--- src/rtl/vga_fb_scheduler.sv ---
`timescale 1ns/1ps
// Purpose: arbitrates one single-port framebuffer between VGA display reads and a writer port.
// Latency: pixel appears 2 clocks after its CounterX; a granted write strobes 1 clock after grant, wr_ack 1 clock later.
// Backpressure: display reads always win; a writer holds wr_req until the wr_ack pulse.
//
// Ports:
//   clk, rst            pixel clock, async active-high reset
//   CounterX/CounterY   timing generator counts (800 x 521 total)
//   wr_req/wr_x/wr_y/wr_data -> wr_ack (pulse), wr_err (sticky out-of-range)
//   mem_addr/mem_we/mem_wdata -> framebuffer, mem_rdata <- framebuffer (1-cycle read)
//   pixel               registered pixel to the DAC
//
// Build option: define FB_BLANK_WRITE_EN to restrict write grants to lines CounterY >= 480.
module vga_fb_scheduler #(
    parameter int ADDR_W = 15,
    parameter int PIX_W  = 3
) (
    input  logic              clk,
    input  logic              rst,
    input  logic [9:0]        CounterX,
    input  logic [9:0]        CounterY,
    input  logic              wr_req,
    input  logic [7:0]        wr_x,
    input  logic [6:0]        wr_y,
    input  logic [PIX_W-1:0]  wr_data,
    output logic              wr_ack,
    output logic              wr_err,
    output logic [ADDR_W-1:0] mem_addr,
    output logic              mem_we,
    output logic [PIX_W-1:0]  mem_wdata,
    input  logic [PIX_W-1:0]  mem_rdata,
    output logic [PIX_W-1:0]  pixel
);

    localparam logic [9:0] H_LAST   = 10'd799;
    localparam logic [9:0] V_LAST   = 10'd520;
    localparam logic [9:0] H_ACTIVE = 10'd640;
    localparam logic [9:0] V_ACTIVE = 10'd480;

    typedef enum logic [1:0] {
        IDLE    = 2'd0,
        DISP_RD = 2'd1,
        CPU_WR  = 2'd2,
        ACK     = 2'd3
    } state_t;

    state_t state;

    // Outputs are registered, so every decision is made one cycle ahead
    // using the counter values the timing generator will present next.
    logic [9:0] nx;
    logic [9:0] ny;

    always_comb begin
        nx = CounterX + 10'd1;
        ny = CounterY;
        if (CounterX >= H_LAST) begin
            nx = 10'd0;
            ny = (CounterY >= V_LAST) ? 10'd0 : CounterY + 10'd1;
        end
    end

    logic slot_next;
    logic act_cur;
    logic wr_ok;
    logic blank_ok;
    logic [ADDR_W-1:0] disp_addr;
    logic [ADDR_W-1:0] wr_addr;

    assign slot_next = (nx < H_ACTIVE) && (ny < V_ACTIVE) && (nx[1:0] == 2'b00);
    assign act_cur   = (CounterX < H_ACTIVE) && (CounterY < V_ACTIVE);
    assign wr_ok     = (wr_x < 8'd160) && (wr_y < 7'd120);
    assign disp_addr = ADDR_W'(ny[9:2]) * ADDR_W'(160) + ADDR_W'(nx[9:2]);
    assign wr_addr   = ADDR_W'(wr_y) * ADDR_W'(160) + ADDR_W'(wr_x);

`ifdef FB_BLANK_WRITE_EN
    // Tear-free mode: the write itself must land in a vertical-blank line.
    assign blank_ok = (ny >= V_ACTIVE);
`else
    assign blank_ok = 1'b1;
`endif

    always_ff @(posedge clk or posedge rst) begin
        if (rst) begin
            state     <= IDLE;
            mem_we    <= 1'b0;
            mem_addr  <= '0;
            mem_wdata <= '0;
            wr_ack    <= 1'b0;
            wr_err    <= 1'b0;
        end else begin
            mem_we <= 1'b0;
            // The ack follows CPU_WR even if a display slot pre-empts ACK,
            // so the writer is never left waiting.
            wr_ack <= (state == CPU_WR);
            if (slot_next) begin
                state    <= DISP_RD;
                mem_addr <= disp_addr;
            end else begin
                case (state)
                    IDLE: begin
                        // Grants only from IDLE: ACK and DISP_RD both return
                        // here first, so a just-acked request is never re-granted.
                        if (wr_req && blank_ok) begin
                            state <= CPU_WR;
                            if (wr_ok) begin
                                mem_we    <= 1'b1;
                                mem_addr  <= wr_addr;
                                mem_wdata <= wr_data;
                            end else begin
                                wr_err <= 1'b1;
                            end
                        end
                    end
                    CPU_WR:  state <= ACK;
                    default: state <= IDLE;
                endcase
            end
        end
    end

    // Read data returns the cycle after DISP_RD; capture it then and hold
    // for the 4-clock group. Blanking zeroes the pixel on the same 2-clock lag.
    logic rd_pend;
    logic act_d;

    always_ff @(posedge clk or posedge rst) begin
        if (rst) begin
            rd_pend <= 1'b0;
            act_d   <= 1'b0;
            pixel   <= '0;
        end else begin
            rd_pend <= (state == DISP_RD);
            act_d   <= act_cur;
            if (rd_pend) begin
                pixel <= mem_rdata;
            end else if (!act_d) begin
                pixel <= '0;
            end
        end
    end

endmodule

--- config.mk ---
export PLATFORM = sky130hd
export DESIGN_NAME = vga_fb_scheduler
export DESIGN_NICKNAME = d
export VERILOG_FILES = /design/src/rtl/vga_fb_scheduler.sv
export SDC_FILE = /design/constraint.sdc
export NUM_CORES = 1
export LEC_CHECK = 0
export BUFFER_PORTS_ARGS = -buffer_cell sky130_fd_sc_hd__buf_2
export CAP_MARGIN = 25
export CORE_MARGIN = 2
export CORE_UTILIZATION = 58
export CTS_CLUSTER_DIAMETER = 40
export DETAILED_ROUTE_END_ITERATION = 7
export GPL_ROUTABILITY_DRIVEN = 1
export GPL_TIMING_DRIVEN = 0
export HOLD_SLACK_MARGIN = 0.12
export MAX_ROUTING_LAYER = met4
export PLACE_DENSITY = 0.89
export SETUP_SLACK_MARGIN = 0.3
export SLEW_MARGIN = 20
export SYNTH_ARGS = -nofsm -noshare
export SYNTH_HDL_FRONTEND = slang
export SYNTH_SLANG_ARGS = --single-unit
--- constraint.sdc ---
create_clock -name clk -period 4.24 [get_ports clk]
set_clock_uncertainty 0.15 [all_clocks]
set_input_delay 0.212 -clock clk [delete_from_list [all_inputs] [get_ports clk]]
set_output_delay 0.212 -clock clk [all_outputs]
set_load 0.05 [all_outputs]
-- Word-level counts from Yosys, hierarchy flattened
Cells that the tools add are included.
- add/subtract/negate cells: 4
- $mul: 2
- order comparisons: 8
- equal/unequal tests: 4
- multiplexer cells: 16
- bitwise gates (word level): 2
- reduce and logical (&&, ||, !) cells: 12
- operator list (kind ; count):
    2-to-1 mux 15 bit ; 4
    adder 15 x 8 -> 15 bit ; 2
    2-to-1 mux 10 bit ; 3
    adder 10 x 1 -> 10 bit, second input constant ; 2
    greater-or-equal comparator 10 bit, second input constant ; 2
    less-than comparator 10 bit, second input constant ; 2
    less-than comparator 10 x 9 -> 1 bit, second input constant ; 2
    multiplier 7 x 3 -> 10 bit, second input constant ; 1
    multiplier 8 x 3 -> 10 bit, second input constant ; 1
    less-than comparator 8 bit, second input constant ; 1
    AND reduction 4 bit ; 2
    less-than comparator 7 bit, second input constant ; 1
    2-to-1 mux 3 bit ; 2
    nonzero test 2 bit ; 3
    logical AND 1 bit ; 4
    zero test 2 bit ; 2
    2-to-1 mux 1 bit ; 4
    2-to-1 mux 2 bit ; 2
    case mux 2 bit (2 select lines) ; 1
    inequality test 3 bit, second input constant ; 1
    AND reduction 3 bit ; 1
    == test 2 x 1 -> 1 bit, second input constant ; 1
    == test 2 bit, second input constant ; 1
    inequality test 2 bit, second input constant ; 1
    NOT 1 bit ; 2
- register bits: 28
- bits of input ports: 44
- output and inout port bits: 24

-- Depth between registers and ports, before layout
- depth in word-level cells: 8
- depth in mapped cells: 18
- mapped depth without buffers: 18

-- Worst setup path before layout
Ideal clock, no wire load.
- kind: input-to-reg
- start: in CounterX[0]
- end: reg mem_addr[14]
- library setup time: 127 ps
- arrival: 3290 ps
- data required time: 3963 ps
- path slack: 673 ps
- cell stages on the path: 15
- path buffers: 1
- cells stage by stage: ha_1 > and4_1 > o21ai_4 > clkbuf_1 > o21ai_0 > o31ai_1 > ha_1 > ha_1 > inv_1 > fa_1 > nor3b_1 > nand3_1 > nor3_1 > xnor2_1 > mux2i_1
- cells in the longest elaborated chain, start to end: 7
- elaborated cells between the ends (all ways): 16
- those cells by class: add/sub: 2; mul: 1; order compare: 3; mux: 3; reduce/logical: 7
- RTL lines (item ; RTL line ; source):
    from (decl) ; 20 ; input logic [9:0] CounterX,
    branches (longest 7 deep; another with adder 15 x 8 -> 15 bit) ; -- ;
    to (signal assigned) ; 98 ; mem_addr <= disp_addr;
    to (signal assigned) ; 108 ; mem_addr <= wr_addr;
    to (decl) ; 28 ; output logic [ADDR_W-1:0] mem_addr,
Parallel ways; which one is timed is not known.
A chain may end at the register's enable or synchronous reset.

-- Worst setup path after layout
- start: in CounterY[5]
- end: reg mem_addr[13]
- cells in the longest elaborated chain, start to end: 8
- elaborated cells between the ends (all ways): 14
- those cells by class: add/sub: 2; mul: 1; order compare: 2; mux: 3; reduce/logical: 6
- RTL lines (item ; RTL line ; source):
    from (decl) ; 21 ; input logic [9:0] CounterY,
    adder 10 x 1 -> 10 bit or greater-or-equal comparator 10 bit (tied branches) ; 59 ; ny = (CounterY >= V_LAST) ? 10'd0 : CounterY + 10'd1;
    2-to-1 mux 10 bit ; 59 ;
    2-to-1 mux 10 bit * ; 57 ; if (CounterX >= H_LAST) begin
    branches (longest 5 deep; another with adder 15 x 8 -> 15 bit) ; -- ;
Mark *: on every way between the ends.

==> summary.txt <==
Outcome
  – Outcome: finished clean

CTS
  – Cts bufs inserted: 3
  – Clock Tree Root: clkbuf_8
  – TritonCTS Sinks: 28
  – Clock transition at the registers of the reported paths: 100 ps
  – Max H-tree Level: 1
  – CTS tree: done
  – Clock Path Buffers: 2
  – Worst skew pair latency: ~290 ps
  – Post-CTS Setup Inserts: 0

Finish
  – Nets: 464
  – Area added between synthesis and finish: 23.72%
  – Area of the multi-input gates: 1809 sq um
  – # diodes: 0
  – Final cell count without fillers: 438
  – Layout fillers: between 200 and 300
  – Final non-filler cell area: 3217 sq um
  – Register area: 700.7 sq um
  – Layout cells sized above 1: 0.2409

Routing
  – Remaining DRCs: 0
  – First-pass DRT Iterations: 4
  – Routed wire per std cell: 13.71 microns
  – Routed via count: 2474
  – Final wirelength: 6006 microns
  – Remaining antenna violation count: 0
  – Drt first-iter violations: between 100 and 150
  – Via/cell ratio: 5.648

Floorplanning
  – Die Footprint: 5035 sq um
  – Die width: 70.96 microns
  – CORE AREA: 4324 sq um
  – Initial Util: 0.6013
  – Die H: 70.96 microns
  – Top Ports: 68
  – Core Rows: 24

Logic synthesis
  – Fraction of registers with async set/reset: 1.000
  – Area leader, netlist: dfrtp_1
  – Synth top area cells: dfrtp_1, ha_1, o21ai_0
  – Avg Synthesized Cell Area: 8.609 sq um
  – Syn Std Cell Area: 2600 sq um
  – Commonest cells post-synth: o21ai_0, nand2_1, ha_1
  – Flops & latches, synth: 28
  – Mapped Cells: 302
  – Yosys cell types: 46
  – Synth top area share: 0.2695
  – Number of synthesized flops with an enable pin: 0
  – Top_reg_cell synth: dfrtp_1
  – Most frequent cell after synthesis: o21ai_0
  – Sequential area share after synthesis: 0.2695
  – Net Count, Synth: around 380
  – Synth warn: 0

Timing
  – Max Freq: between 200 and 300 MHz
  – Final Hold Vio Count: 0
  – Final Max Slew Viols: 0
  – RSZ-0062 raised after global routing: false
  – Setup Viol. Count Final: 0
  – Fin Setup TNS: 0 ps
  – Slew headroom: 0.6266
  – Worst Max-Slew Pin Slew: 559.2 ps
  – Final worst path period share: 0.8748
  – Min Tclk post-route: 3709 ps

Worst setup path
  – Worst Setup End Kind: flop
  – CP Launch Point: CounterY[5]
  – Register-to-Register Path Depth: 7
  – Crit path launch type: primary input
  – Slowest cell delay on critical path: 530 ps
  – Slowest CP cell: dlygate4sd3_1
  – Crit-path cells: dlygate4sd3_1 -> buf_2 -> nor2_1 -> a21oi_2 -> or2_4 -> o31ai_2 -> ha_1 -> ha_1 -> inv_1 -> fa_1 -> nor3_1 -> nand2_1 -> or2_2 -> xnor2_1 -> o21ai_0
  – Worst Path Required: ~4300 ps
  – R2r startpoint: state[0]$_DFFE_PP0P_
  – Crit Path Max Fanout: 8
  – Crit path kind: primary input to flop
  – Most frequent CP cell: ha_1
  – WP data arrival: 3760 ps

Power and ir drop
  – Static Leak: 1.589 nW
  – Peak VDD IR: approximately 0.00027 V
  – Pwr Density: between 400 and 500 nW/um^2
  – Pwr Total: 1.539 mW

Hold path
  – Hold depth: 4
  – Hold_sp: wr_x[2]
  – Worst Hold Class: primary input to flop

GRT
  – Total grt overflow: 0
  – Vias in the first global route: 2323
  – Pin count of the biggest net entering global routing: 29
  – Total Routing Usage GR: 0.2540
  – Antenna violations before repair: 0
  – First-pass GRT wire length: 10040 microns

Placement
  – Dpl cells: 421
  – DP HPWL: 4514 microns
  – RePlAce Congestion: 0.8281
  – I/O Buffers: 67
  – Area after DPL: 3000 sq um

Job
  – MaxCap Viol Count: 0
[metal layers]
layer,vias up,GRT usage,share of wire
met4,0,0.09434,0.028
met3,15,0.03419,0.042
met5,-,-,0
met1,1147,0.2887,0.41
met2,78,0.4538,0.52
li1,1234,-,-
[layout by cell type, fill, tap and decap left out, types with 3 or more instances in the layout]
master,instances
dlygate4sd3_1,13
a211oi_1,3
mux2_4,3
xnor2_1,18
mux2i_1,4
fa_1,4
o21bai_1,3
o21ai_0,35
and3_1,4
buf_2,69
nor2_1,14
a21o_1,3
nor2b_1,8
mux2_2,5
dfrtp_1,28
xor2_1,11
nor3_1,6
nand2_1,32
a21oi_1,16
a22o_1,3
nand3_1,11
ha_1,29
nand2b_1,6
clkbuf_8,3
inv_1,19
clkbuf_1,4
[power breakdown]
group          switching [mW]  leakage [nW]  total, mW  internal [mW]
logic                   0.609          1.21      0.896          0.287
clock network          0.0870        0.0357      0.214          0.127
registers              0.0591         0.344      0.429          0.370
[final timing paths]
check                                           endpoint  slack (ps)
worst min register to register         rd_pend$_DFF_PP0_         330
worst max-delay path            mem_addr[13]$_DFFE_PP0P_         530
min in group asynchronous       mem_wdata[0]$_DFFE_PP0P_         360
worst max register to register   mem_addr[7]$_DFFE_PP0P_        1980
max in group asynchronous       mem_addr[10]$_DFFE_PP0P_        3200
worst min-delay path             mem_addr[2]$_DFFE_PP0P_         120
[logic make-up after synthesis]
group	after synthesis	synth area share
AOI/OAI and AO/OA	78	0.1829
xor gates and xnor gates	29	0.09769
adders and majority gates	33	0.1704
buffers and inverters	27	0.03994
DFF	28	0.2695
muxes	12	0.05438
and+or+nand+nor	95	0.1853
[worst max-delay path: cells and delay by family]
kind	cells	cell delay (ps)
buffers and inverters	3	750
AND/OR/NAND/NOR	5	1100
adder cells (fa/ha/maj)	3	980
XOR/XNOR	1	120
AO/OA/AOI/OAI	3	590
[metrics by stage]
stage	hold slack (ps)	setup slack, ps	util
floorplan	127.4	673.2	-
global placement	285.7	186.1	0.6939
detailed placement	297.4	131.7	0.6939
CTS	121.0	342.2	0.7405
global route	131.1	274.7	0.7439
finish	119.2	530.9	0.7439
[repair_timing]
| action | 4_1_cts | 5_1_grt |
|---|---|---|
| hold endpoints to repair | 39 | 0 |
| hold buffers | 13 | 0 |
| setup endpoints to repair | 0 | 3 |
| resized for setup | 0 | 6 |
[state kept, by name (all words and copies together), names as in the netlist]
signal / cells
mem_addr: 15
act_d: 1
wr_ack: 1
mem_wdata: 3
mem_we: 1
rd_pend: 1
pixel: 3
state: 2
wr_err: 1
[final cells by class]
cell class | instances | area share
clock inverter | 1 | 0.009335
clock buffer | 3 | 0.01284
tap | 52 | 0.02023
timing repair buffer | 80 | 0.1447
inverter | 20 | 0.02334
buffer | 7 | 0.009335
sequential | 28 | 0.2178
multi-input combinational | 247 | 0.5624
(Power assumes the default switching activity.)
